## src/rtl/unified_mem_arbiter.sv

```systemverilog
// Arbitrates the IF fetch port and the MEM data port onto one fixed-latency
// single-port memory, with store lane formatting and load extension.
module unified_mem_arbiter #(
  parameter int LAT        = 2,
  parameter int STARVE_MAX = 4
) (
  input  logic        clk,
  input  logic        rst,
  input  logic        if_req,
  input  logic [31:0] if_addr,
  input  logic        if_flush,
  output logic [31:0] if_rdata,
  output logic        if_valid,
  output logic        if_stall,
  input  logic        d_req,
  input  logic        d_we,
  input  logic [31:0] d_addr,
  input  logic [31:0] d_wdata,
  input  logic [2:0]  d_funct3,
  output logic [31:0] d_rdata,
  output logic        d_valid,
  output logic        d_err,
  output logic        d_stall,
  output logic        mem_req,
  output logic        mem_we,
  output logic [31:0] mem_addr,
  output logic [31:0] mem_wdata,
  output logic [3:0]  mem_be,
  input  logic [31:0] mem_rdata,
  output logic        busy
);

  typedef enum logic [1:0] {IDLE, WAIT_I, WAIT_D, WAIT_X} state_t;
  state_t state, state_n;

  logic [2:0]  cnt;
  logic [3:0]  streak;
  logic [31:0] addr_q, wdata_q;
  logic        we_q;
  logic [3:0]  be_q;
  logic [2:0]  f3_q;

  logic        i_elig, d_elig, d_mis, starve, d_win, i_win, d_go, mis_hit;
  logic        at_lat, fire_i, fire_d;
  logic [3:0]  st_be;
  logic [31:0] st_data, ld_data;
  logic [7:0]  lb;
  logic [15:0] lh;

  // A port whose completion pulse is up is still holding req for that cycle.
  assign i_elig  = if_req & ~if_flush & ~if_valid;
  assign d_elig  = d_req & ~d_valid;
  assign d_mis   = ((d_funct3[1:0] == 2'b01) & d_addr[0]) |
                   (d_funct3[1] & (d_addr[1:0] != 2'b00));
  assign starve  = (streak == 4'(STARVE_MAX)) & i_elig;
  assign d_win   = (state == IDLE) & d_elig & ~starve;
  assign i_win   = (state == IDLE) & i_elig & ~d_win;
  assign d_go    = d_win & ~d_mis;
  assign mis_hit = d_win & d_mis;

  assign at_lat  = (cnt == 3'(LAT));
  assign fire_i  = (state == WAIT_I) & at_lat & ~if_flush;
  assign fire_d  = (state == WAIT_D) & (we_q ? (cnt == 3'd0) : at_lat);

  always_comb begin
    st_be   = 4'b1111;
    st_data = d_wdata;
    case (d_funct3[1:0])
      2'b00: begin st_be = 4'b0001 << d_addr[1:0];        st_data = {4{d_wdata[7:0]}};  end
      2'b01: begin st_be = 4'b0011 << {d_addr[1], 1'b0}; st_data = {2{d_wdata[15:0]}}; end
      default: ;
    endcase
  end

  always_comb begin
    lb = mem_rdata[{addr_q[1:0], 3'b000} +: 8];
    lh = mem_rdata[{addr_q[1], 4'b0000} +: 16];
    case (f3_q)
      3'b000:  ld_data = {{24{lb[7]}}, lb};
      3'b100:  ld_data = {24'd0, lb};
      3'b001:  ld_data = {{16{lh[15]}}, lh};
      3'b101:  ld_data = {16'd0, lh};
      default: ld_data = mem_rdata;
    endcase
  end

  always_comb begin
    state_n = state;
    case (state)
      IDLE:    if (d_go) state_n = WAIT_D; else if (i_win) state_n = WAIT_I;
      WAIT_I:  if (at_lat) state_n = IDLE; else if (if_flush) state_n = WAIT_X;
      WAIT_X:  if (at_lat) state_n = IDLE;
      WAIT_D:  if (fire_d) state_n = IDLE;
      default: state_n = IDLE;
    endcase
  end

  always_ff @(posedge clk or negedge rst) begin
    if (!rst) begin
      state    <= IDLE;
      cnt      <= '0;
      streak   <= '0;
      addr_q   <= '0;
      wdata_q  <= '0;
      we_q     <= 1'b0;
      be_q     <= '0;
      f3_q     <= '0;
      if_rdata <= '0;
      if_valid <= 1'b0;
      d_rdata  <= '0;
      d_valid  <= 1'b0;
      d_err    <= 1'b0;
    end else begin
      state <= state_n;
      cnt   <= (state == IDLE) ? 3'd0 : cnt + 3'd1;
      if (d_go) begin
        addr_q  <= d_addr;
        we_q    <= d_we;
        be_q    <= d_we ? st_be : 4'b1111;
        wdata_q <= d_we ? st_data : 32'd0;
        f3_q    <= d_funct3;
      end else if (i_win) begin
        addr_q  <= if_addr;
        we_q    <= 1'b0;
        be_q    <= 4'b1111;
        wdata_q <= 32'd0;
        f3_q    <= 3'b010;
      end
      // Misaligned rejects count as data grants so they cannot starve fetch.
      if (i_win)
        streak <= '0;
      else if (d_win & i_elig)
        streak <= (streak == 4'(STARVE_MAX)) ? streak : streak + 4'd1;
      else if (!if_req)
        streak <= '0;
      if_valid <= fire_i;
      if (fire_i) if_rdata <= mem_rdata;
      d_valid <= fire_d | mis_hit;
      d_err   <= mis_hit;
      if (fire_d & ~we_q) d_rdata <= ld_data;
    end
  end

  assign busy      = (state != IDLE);
  assign mem_req   = busy & (cnt == 3'd0);
  assign mem_we    = busy & we_q;
  assign mem_addr  = busy ? {addr_q[31:2], 2'b00} : 32'd0;
  assign mem_be    = busy ? be_q : 4'd0;
  assign mem_wdata = busy ? wdata_q : 32'd0;
  assign if_stall  = if_req & ~if_valid;
  assign d_stall   = d_req & ~d_valid;

endmodule
```

## config.mk

```make
export PLATFORM = sky130hd
export DESIGN_NAME = unified_mem_arbiter
export DESIGN_NICKNAME = d
export VERILOG_FILES = /design/src/rtl/unified_mem_arbiter.sv
export SDC_FILE = /design/constraint.sdc
export NUM_CORES = 1
export LEC_CHECK = 0
export BUFFER_PORTS_ARGS = -buffer_cell sky130_fd_sc_hd__buf_2
export CELL_PAD_IN_SITES_DETAIL_PLACEMENT = 2
export CELL_PAD_IN_SITES_GLOBAL_PLACEMENT = 2
export CORE_MARGIN = 1
export CORE_UTILIZATION = 25
export CTS_CLUSTER_DIAMETER = 120
export CTS_CLUSTER_SIZE = 30
export DETAILED_ROUTE_END_ITERATION = 8
export PLACE_DENSITY_LB_ADDON = 0.1
export REMOVE_ABC_BUFFERS = 1
export SETUP_SLACK_MARGIN = 0.2
export SLEW_MARGIN = 20
export SYNTH_ARGS = -nofsm -noshare
export SYNTH_HDL_FRONTEND = slang
export SYNTH_SLANG_ARGS = --single-unit
export TNS_END_PERCENT = 50
```

## constraint.sdc

```tcl
create_clock -name clk -period 4.7 [get_ports clk]
set_input_delay 0.705 -clock clk [delete_from_list [all_inputs] [get_ports clk]]
set_output_delay 0.705 -clock clk [all_outputs]
set_load 0.01 [all_outputs]
```

; Word-level counts from Yosys, hierarchy flattened
; Index checks and enable logic that the tools add are counted.
[totals]
register_bits = 148
out_inout_bits = 140
in_bits = 137
elab_cells = 103
[op_classes]
n_addsub = 2
n_shift = 4
mux = 31
n_reduce_logical = 9
eq_ne = 15
bitwise = 29
[ops]
columns = cell, count
row1 = $mux 32, 7
row2 = $pmux 32 s4, 1
row3 = $pmux 32 s2, 1
row4 = $mux 4, 8
row5 = $shiftx 32x6->16, 1
row6 = $shiftx 32x6->8, 1
row7 = $and 1x1->1, 20
row8 = $mux 2, 6
row9 = $mux 3, 3
row10 = $ne 3x3->1 const B, 3
row11 = $pmux 2 s4, 1
row12 = $pmux 4 s2, 1
row13 = $not 1->1, 7
row14 = $eq 3x3->1 const B, 2
row15 = $logic_not 3->1, 2
row16 = $reduce_bool 2->1, 3
row17 = $add 4x1->4 const B, 1
row18 = $eq 2x1->1 const B, 2
row19 = $eq 2x2->1 const B, 2
row20 = $eq 4x3->1 const B, 1
row21 = $logic_not 2->1, 2
row22 = $ne 2x2->1 const B, 2
row23 = $reduce_and 4->1, 1
row24 = $shl 1x2->4 const A, 1
row25 = 8 further kinds, 11

; Logic depth before layout (Yosys ltp)
; Gate-level depths: netlist of run 1.
[depth]
ltp_word = 11
mapped_depth = 9
depth_no_buf = 6

; Least setup slack after synthesis of run 1
; OpenSTA, ideal clock, no wires.
[synth_path]
path_kind = input to register
start = in if_flush
end = reg wdata_q[24]
path_slack_ps = 2551
stages = 7
t_arrival_ps = 2028
t_required_ps = 4579
path_buffers = 3
setup_ps = 121
cell_sequence = or3b_4 > o21a_1 > buf_4 > and3_4 > buf_6 > buf_6 > a22o_1
[synth_via]
elab_chain_cells = 9
word_cells_on_any_way = 12
cone_classes = 1 x mux / 10 x bitwise / 1 x reduce/logical
[synth_rtl]
columns = item, line_no
row1 = "start, declared", 11  ; input logic if_flush,
row2 = $not 1->1 (*), 51  ; assign i_elig = if_req & ~if_flush & ~if_valid;
row3 = $and 1x1->1 (*) (2 in a row), 51
row4 = $and 1x1->1, 55  ; assign starve = (streak == 4'(STARVE_MAX)) & i_elig;
row5 = $not 1->1, 56  ; assign d_win = (state == IDLE) & d_elig & ~starve;
row6 = $and 1x1->1, 56
row7 = $not 1->1, 57  ; assign i_win = (state == IDLE) & i_elig & ~d_win;
row8 = $and 1x1->1, 57
row9 = $reduce_bool 2->1 (no line), n/a
row10 = "end signal, assigned", 120  ; wdata_q <= d_we ? st_data : 32'd0;
row11 = "end, declared", 38  ; logic [31:0] addr_q, wdata_q;
; Every way passes the cells marked *; elsewhere a longest branch is shown, timed or not.
; A chain may end at the register's enable or synchronous reset.

; Worst setup path after layout of run 1
[layout_path]
start = reg cnt[0]
end = reg d_rdata[25]
[layout_via]
elab_chain_cells = 4
word_cells_on_any_way = 5
cone_classes = 1 x eq/ne / 1 x mux / 2 x bitwise / 1 x reduce/logical
[layout_rtl]
columns = item, line_no
row1 = "start, declared", 36  ; logic [2:0] cnt;
row2 = "start signal, assigned", 115  ; cnt <= (state == IDLE) ? 3'd0 : cnt + 3'd1;
row3 = $eq 3x2->1 or $logic_not 3->1 (tied branches), "61, 63"
row4 = $mux 1 (*), 63  ; assign fire_d = (state == WAIT_D) & (we_q ? (cnt == 3'd0) : at_lat);
row5 = $and 1x1->1 (*), 63
row6 = $and 1x1->1 (*), 140  ; if (fire_d & ~we_q) d_rdata <= ld_data;
row7 = "end signal, assigned", 140
row8 = "end, declared", 20  ; output logic [31:0] d_rdata,
; Marks and branches as above.

==> flow_summary.toml, run 1 <==
[floorplanning]
floorplan.initialDensity_pct = 25.7
die-height_um = 172
dieArea_um2 = 29600
pin_count = 277
chipWidth_um = 172
core_area_um2 = 28100
row_count = 61

[synth]
synth_top_area_cell = "dfrtp_1"
yosys.cell_count.top_type = "dfrtp_1"
syn_inst = 690
top_cells_by_area_in_the_synthesized_netlist = "dfrtp_1, mux2_2, mux2i_1, o32ai_1, nor2_1"
synth-async-reset-ratio_pct = 100
yosysWarnings = 0
yosys_most_used_dff = "dfrtp_1"
synth.avg_cell_area_um2 = 10.5
mappedNetlistArea_um2 = 7220
synth_sequential_area_ratio_pct = 51.3
post_synth_most_frequent_cells = "dfrtp_1, nor2_1, a21oi_1"
yosys.area.top_type_share_pct = 51.3
synth_cell_type_count = 56
number_of_enable_type_register_cells_in_the_synthesized_netlist = 0
synth.ff_latch_count = 148

[routing]
routed_wire_per_std_cell_um = 19.2
drt_iter0_markers = 229
number_of_iterations_in_the_first_detailed_routing_pass = 6
postRouteAntennaNets = 0
route.vias.total = 6334
routed_wirelength_mm = 25.6
viasPerCell = 4.76
drc_errors = 0

[final_layout]
nNetsFinal = 1085
final_core_utilization_pct = 33.9
seq_area_um2 = 3700
area_delta_synth_final_pct = 31.8
multi_input_area_um2 = 3130
diodes = 0
nFillCells = 3229
layout-drive-gt1-share_pct = 38.2

[cts]
cts_post_setup_buffers_inserted = 0
cts_repair_resize_count = 0
cts_hold_repair.buffers = 0
cts_tree = "built"
cts_root_buffer = "clkbuf_16"
htree_levels = 4
numCtsBuffers = 17
clock_sinks = 148
cts-root-to-sink-buffers = 2
cts.clk_slew.worst_paths_ps = 60
insertion_delay_ps = 420

[timing]
finalHoldWorstSlack_ps = 311
period_share_pct = 59.8
worst_clock_skew_ps = 12.3
fmax_mhz = 356
slew_worst_pin_ps = 1100
hold_viol_final = 0
timing.max_slew.rel_slack_pct = 26.4
setup_viol = 0
final_max_slew_viol_count = 0
setup_tns_ps = 0
fin_crit_ps = 2810
grt_setup_unrepaired = "false"

[placed_design]
gp_congestion = 0.702
dp_hpwl_mm = 18.3
buffer_ports.inserted = 274

[worst_setup_path]
worst_path_dominant_cell_family = "compound AO/OA/AOI/OAI gates"
critPathArrivalTime_ps = 3060
end_kind = "flip-flop"
slowest_stage = "a21oi_2"
crit_path_start_kind = "flip-flop"
critical-path-max-stage-delay_ps = 880
cp_data_required_time_ps = 4950
setup.worst_path.class = "reg -> reg"
path_cells = "inv_1 -> ha_1 -> nand2b_1 -> or3_1 -> a21oi_2 -> a21oi_1"
largest_fanout_on_the_critical_path = 25
critPathBufInv = 1

[status]
run_status = "finished, final reports clean"

[grt]
grt_start_max_net_pins = 84
grt_pass1_wl_mm = 39.7
global_routing_usage_summed_across_all_routing_layers_pct = 17.8
grt_antenna_before_repair = 4
global_route.overflow_total = 0
first_global_vias = 6788

[flow_run]
number_of_max_capacitance_violations_reported = 0

[min_path]
class_of_the_worst_hold_path = "in -> async"

[pwr]
power-per-cell-area_nw_per_um2 = 672
vdd_ir_drop_max_uv = 267
power.static_leakage_nw = 4.73
==> logic make-up (layout without fill, tap and decap cells) <==
group	count (synthesis)	count (layout)	share of synthesized area, %
compound gates	193	193	19.5
xor+xnor	3	3	0.364
fa+ha+maj	5	5	0.867
buf+inv	92	355	5.67
flops	148	148	51.3
mux	64	64	9.64
other cells	1	2	0.0519
simple gates	184	184	12.7
==> cells in the final DEF, fill, tap and decap left out, types with 3 or more instances in the layout <==
master / instances
a211o_1: 5
a211oi_1: 4
a21o_1: 6
a21oi_1: 49
a221oi_1: 9
a22o_1: 20
and2_1: 38
buf_2: 273
buf_4: 13
bufinv_16: 3
clkbuf_16: 17
dfrtp_1: 148
ha_1: 5
inv_1: 37
inv_6: 3
mux2_2: 34
mux2i_1: 29
nand2_1: 41
nand2b_1: 5
nand3_1: 4
nor2_1: 65
nor2b_1: 10
nor3_1: 3
nor3b_1: 4
o21ai_0: 26
o221ai_1: 4
o2bb2ai_1: 16
o32a_1: 4
o32ai_1: 31
or3_1: 3
==> metrics by stage <==
step	instance area (um^2)	worst slack, ps	power (mW)	std cells
floorplan	6960	1400	3.74	637
global placement	8920	1840	5.02	1302
detailed placement	8920	1750	5.08	1302
CTS	9520	1850	6.54	1332
global route	9520	1560	6.90	1332
finish	9520	1890	6.39	1332
==> area by class of cell <==
| type | count | area share (%) |
|---|---|---|
| Sequential cell | 148 | 38.9 |
| Clock buffer | 19 | 4.65 |
| Clock inverter | 11 | 1.59 |
| Timing Repair Buffer | 287 | 15.5 |
| Multi-Input combinational cell | 451 | 32.9 |
| Inverter | 38 | 1.50 |
| Tap cell | 378 | 4.97 |
==> power breakdown <==
part	internal [mW]	leakage [nW]	switching [mW]
logic	1.16	2.63	1.60
registers	1.87	1.81	0.367
clock network	0.849	0.290	0.553
total	3.87	4.73	2.52
==> sequential cells by signal, summed over array words and instances, names as in the netlist, 2 cells and up <==
signal    flops
streak        4
cnt           3
d_rdata      32
state         2
if_rdata     32
be_q          4
wdata_q      32
f3_q          3
addr_q       32
==> routing by layer <==
layer  up-vias  wire (um)  track usage, %
met4         6        365            5.23
li1       2957          -               -
met3        28       1760            5.13
met1      3151      11800            23.4
met2       192      11700            28.1
met5         -         39               0
==> worst register-to-register path, cell delays in order, from the launching register on <==
cell and delay, ps:
dfrtp_1 400, inv_1 90, ha_1 190, nand2b_1 170, or3_1 760, a21oi_2 890
a21oi_1 150
==> final timing paths <==
path	startpoint	to	slack, ps	depth (start not counted)
setup / recovery	cnt[0]	d_rdata[25]	1890	6
hold / removal	rst	if_rdata[16]	310	1
setup reg to reg	cnt[0]	d_rdata[25]	1890	6
min in group clk	cnt[0]	cnt[0]	460	1
max in group asynchronous	rst	if_rdata[5]	3280	2
hold reg to reg	cnt[0]	cnt[0]	460	1
Note: power is estimated with default switching activity, not from simulation.
==> run 2: changes to the inputs <==
--- a/config.mk
+++ b/config.mk
@@ -5,11 +5,12 @@
 export SDC_FILE = /design/constraint.sdc
 export NUM_CORES = 1
 export LEC_CHECK = 0
+export ABC_AREA = 1
 export BUFFER_PORTS_ARGS = -buffer_cell sky130_fd_sc_hd__buf_2
 export CELL_PAD_IN_SITES_DETAIL_PLACEMENT = 2
 export CELL_PAD_IN_SITES_GLOBAL_PLACEMENT = 2
 export CORE_MARGIN = 1
-export CORE_UTILIZATION = 25
+export CORE_UTILIZATION = 24
 export CTS_CLUSTER_DIAMETER = 120
 export CTS_CLUSTER_SIZE = 30
 export DETAILED_ROUTE_END_ITERATION = 8
==> constraint.sdc (replaced) <==
create_clock -name clk -period 2.4 [get_ports clk]
set_input_delay 0.36 -clock clk [delete_from_list [all_inputs] [get_ports clk]]
set_output_delay 0.36 -clock clk [all_outputs]
set_load 0.01 [all_outputs]
==> run 2 against run 1 <==
  * Power is 110% higher
  * Final cell count is 29% higher
  * Die area is 12% higher
  * Non-clock buffer count is 9 higher
  * Via count is 21% higher
  * First-iteration DRC count is 14% lower
  * Core utilization is 1.3 points lower
  * Critical path type is now reg -> out
  * Highest routed layer unchanged
==> flow_summary.toml, run 2 <==
[status]
run_status = "finished, final reports clean"

[pwr]
power-per-cell-area_nw_per_um2 = 1300
netSwitchingPower_mw = 5.48
switching_share_pct = 40.9
comb_power_share_pct = 43.6
power.clock.fraction_pct = 24.0
sequentialPowerShare_pct = 32.4
power.static_leakage_nw = 5.54
cellInternalPower_mw = 7.90
fin_total_pwr_mw = 13.4
vdd_ir_drop_max_uv = 606

[worst_setup_path]
worstReg2RegEnd = "d_valid"
critical_path.reg2reg.startpoint = "streak[0]"
critical_path.startpoint = "state[1]"
ff2ff_path_depth = 9
critical-path-max-stage-delay_ps = 360
cp_data_required_time_ps = 2040
slowest_stage = "dfrtp_1"
end_kind = "primary output"
critPathArrivalTime_ps = 1720
rrSetupSlack_ps = 440
crit_path_start_kind = "flip-flop"
setup.worst_path.class = "reg -> out"
largest_fanout_on_the_critical_path = 16
path_cells = "inv_1 -> nand2_2 -> inv_6 -> buf_4 -> nor2_1 -> buf_2"

[floorplanning]
dieArea_um2 = 33100
row_count = 65
core_area_um2 = 31700
floorplan.initialDensity_pct = 24.5
chipWidth_um = 182
pin_count = 277
die-height_um = 182

[final_layout]
mostFrequentLayoutCell = "buf_2"
stdcell_area_um2 = 10300
final_core_utilization_pct = 32.5
layout-drive-gt1-share_pct = 27.5
area_delta_synth_final_pct = 32.9
nFillCells = 3752
layout_common_cells = "buf_2, nand2_1, nor2_1, dfrtp_1, inv_1"
nNetsFinal = 1445

[timing]
slew_worst_pin_ps = 838
setup_viol = 0
final_max_slew_viol_count = 0
grt_setup_unrepaired = "false"
fmax_mhz = 480
fin_crit_ps = 2080
setup_tns_ps = 0
fin_ws_ps = 316
hold_viol_final = 0
timing.max_slew.rel_slack_pct = 44.1
period_share_pct = 86.8
worst_clock_skew_ps = 15.7

[cts]
cts-root-to-sink-buffers = 2
htree_levels = 4
numCtsBuffers = 17
cts_root_buffer = "clkbuf_16"
clock_sinks = 148
insertion_delay_ps = 430
cts.clk_slew.worst_paths_ps = 70
cts_tree = "built"

[synth]
number_of_enable_type_register_cells_in_the_synthesized_netlist = 0
synth.ff_latch_count = 148
post_synth_most_frequent_cells = "nand2_1, nor2_1, dfrtp_1"
yosys.cell_count.top_type = "nand2_1"
mappedNetlistArea_um2 = 7770
synth-async-reset-ratio_pct = 100
top_cells_by_area_in_the_synthesized_netlist = "dfrtp_1, nand2_1, nor2_1, inv_1, o21ai_0"
synth_sequential_area_ratio_pct = 47.7
syn_inst = 1037
yosysWarnings = 0
yosys_most_used_dff = "dfrtp_1"
yosys.area.top_type_share_pct = 47.7
synth_top_area_cell = "dfrtp_1"
synth_cell_type_count = 42
synth.avg_cell_area_um2 = 7.49

[grt]
global_route.overflow_total = 0
first_global_vias = 8449
global_routing_usage_summed_across_all_routing_layers_pct = 18.4
grt_antenna_before_repair = 5
grt_start_max_net_pins = 53
grt_pass1_wl_mm = 47.2

[placed_design]
gp_congestion = 0.753
buffer_ports.inserted = 274
dp_hpwl_mm = 21.5
dpl_cell_area_um2 = 9620
post_placement_setup_slack_ps = 385

[flow_run]
number_of_max_capacitance_violations_reported = 0

[routing]
viasPerCell = 4.44
postRouteAntennaNets = 0
route.vias.total = 7638
number_of_iterations_in_the_first_detailed_routing_pass = 6
routed_wire_per_std_cell_um = 17.2
drc_errors = 0
routed_wirelength_mm = 29.5
drt_iter0_markers = 196

[min_path]
class_of_the_worst_hold_path = "in -> reg"
min_delay_path_depth = 3
sink_of_the_worst_hold_path = "if_rdata[0]"
hold_path_startpoint = "mem_rdata[0]"
==> run 2: cell count changes after synthesis, sizes merged, moves of 34 or more <==
cell	change
nand2	+177
nor2	+117
inv	+110
o21ai	+73
nand3	+45
and2	-37
mux2	-34
==> run 2: worst max path at each step <==
| stage | end |
|---|---|
| CTS | mem_addr[2] |
| global placement | d_valid |
| finish | mem_addr[22] |
| global route | addr_q[18] |
| detailed placement | d_valid |
| floorplan | wdata_q[11] |
==> run 2: power groups by stage <==
stage | clock network [mW] | logic [mW] | registers, mW
3_3_place_gp | 0 | 5.84 | 4.34
4_1_cts | 3.31 | 6.01 | 4.35
2_1_floorplan | 0 | 2.97 | 4.53
6_report | 3.22 | 5.83 | 4.33
3_5_place_dp | 0 | 5.96 | 4.39
5_1_grt | 3.39 | 6.61 | 4.49
==> run 2: logic make-up (layout without fill, tap and decap cells) <==
group,count (synthesis),count (layout),share of synthesized area [%]
other,1,6,0.0483
DFF,148,148,47.7
adders and majority gates,5,5,0.805
buffers and inverters,199,474,10.6
AOI/OAI and AO/OA,154,154,10.4
and+or+nand+nor,527,527,30.2
xor gates and xnor gates,3,3,0.338
==> run 2: cell type report <==
class,instances,area (um^2),area share [%]
tap,402,503,4.87
sequential,148,3700,35.9
antenna,4,10.0,0.0970
multi-input combinational,691,3250,31.5
clock buffer,17,425,4.12
clock inverter,12,253,2.45
timing repair buffer,296,1610,15.6
inverter,149,564,5.47
==> run 2: what timing repair did <==
item | 4_1_cts | 5_1_grt
gates resized for setup | 1 | 1
buffers inserted | 0 | 0
endpoints found under the setup margin | 42 | 15
hold endpoints to repair | 40 | 0
hold buffers | 1 | 0
==> run 2: worst max-delay path: cells and delay by family (launching register included) <==
family,cells,cell delay [ps]
buf+inv,4,720
simple gates,2,220
flops,1,360
==> run 2: metal layers <==
layer  share of wire, %  GRT usage (%)  vias to the layer above
li1                   -              -                     3737
met1                 44           22.4                     3695
met2                 49           32.8                      184
met3                5.4           4.41                       20
met4                1.0           3.87                        2
met5              0.027              0                        -
==> run 2: stage by stage <==
| step | hold slack (ps) | instances |
|---|---|---|
| floorplan | 64.4 | 988 |
| global placement | 332 | 1685 |
| detailed placement | 331 | 1685 |
| CTS | 147 | 1715 |
| global route | 164 | 1715 |
| finish | 160 | 1719 |
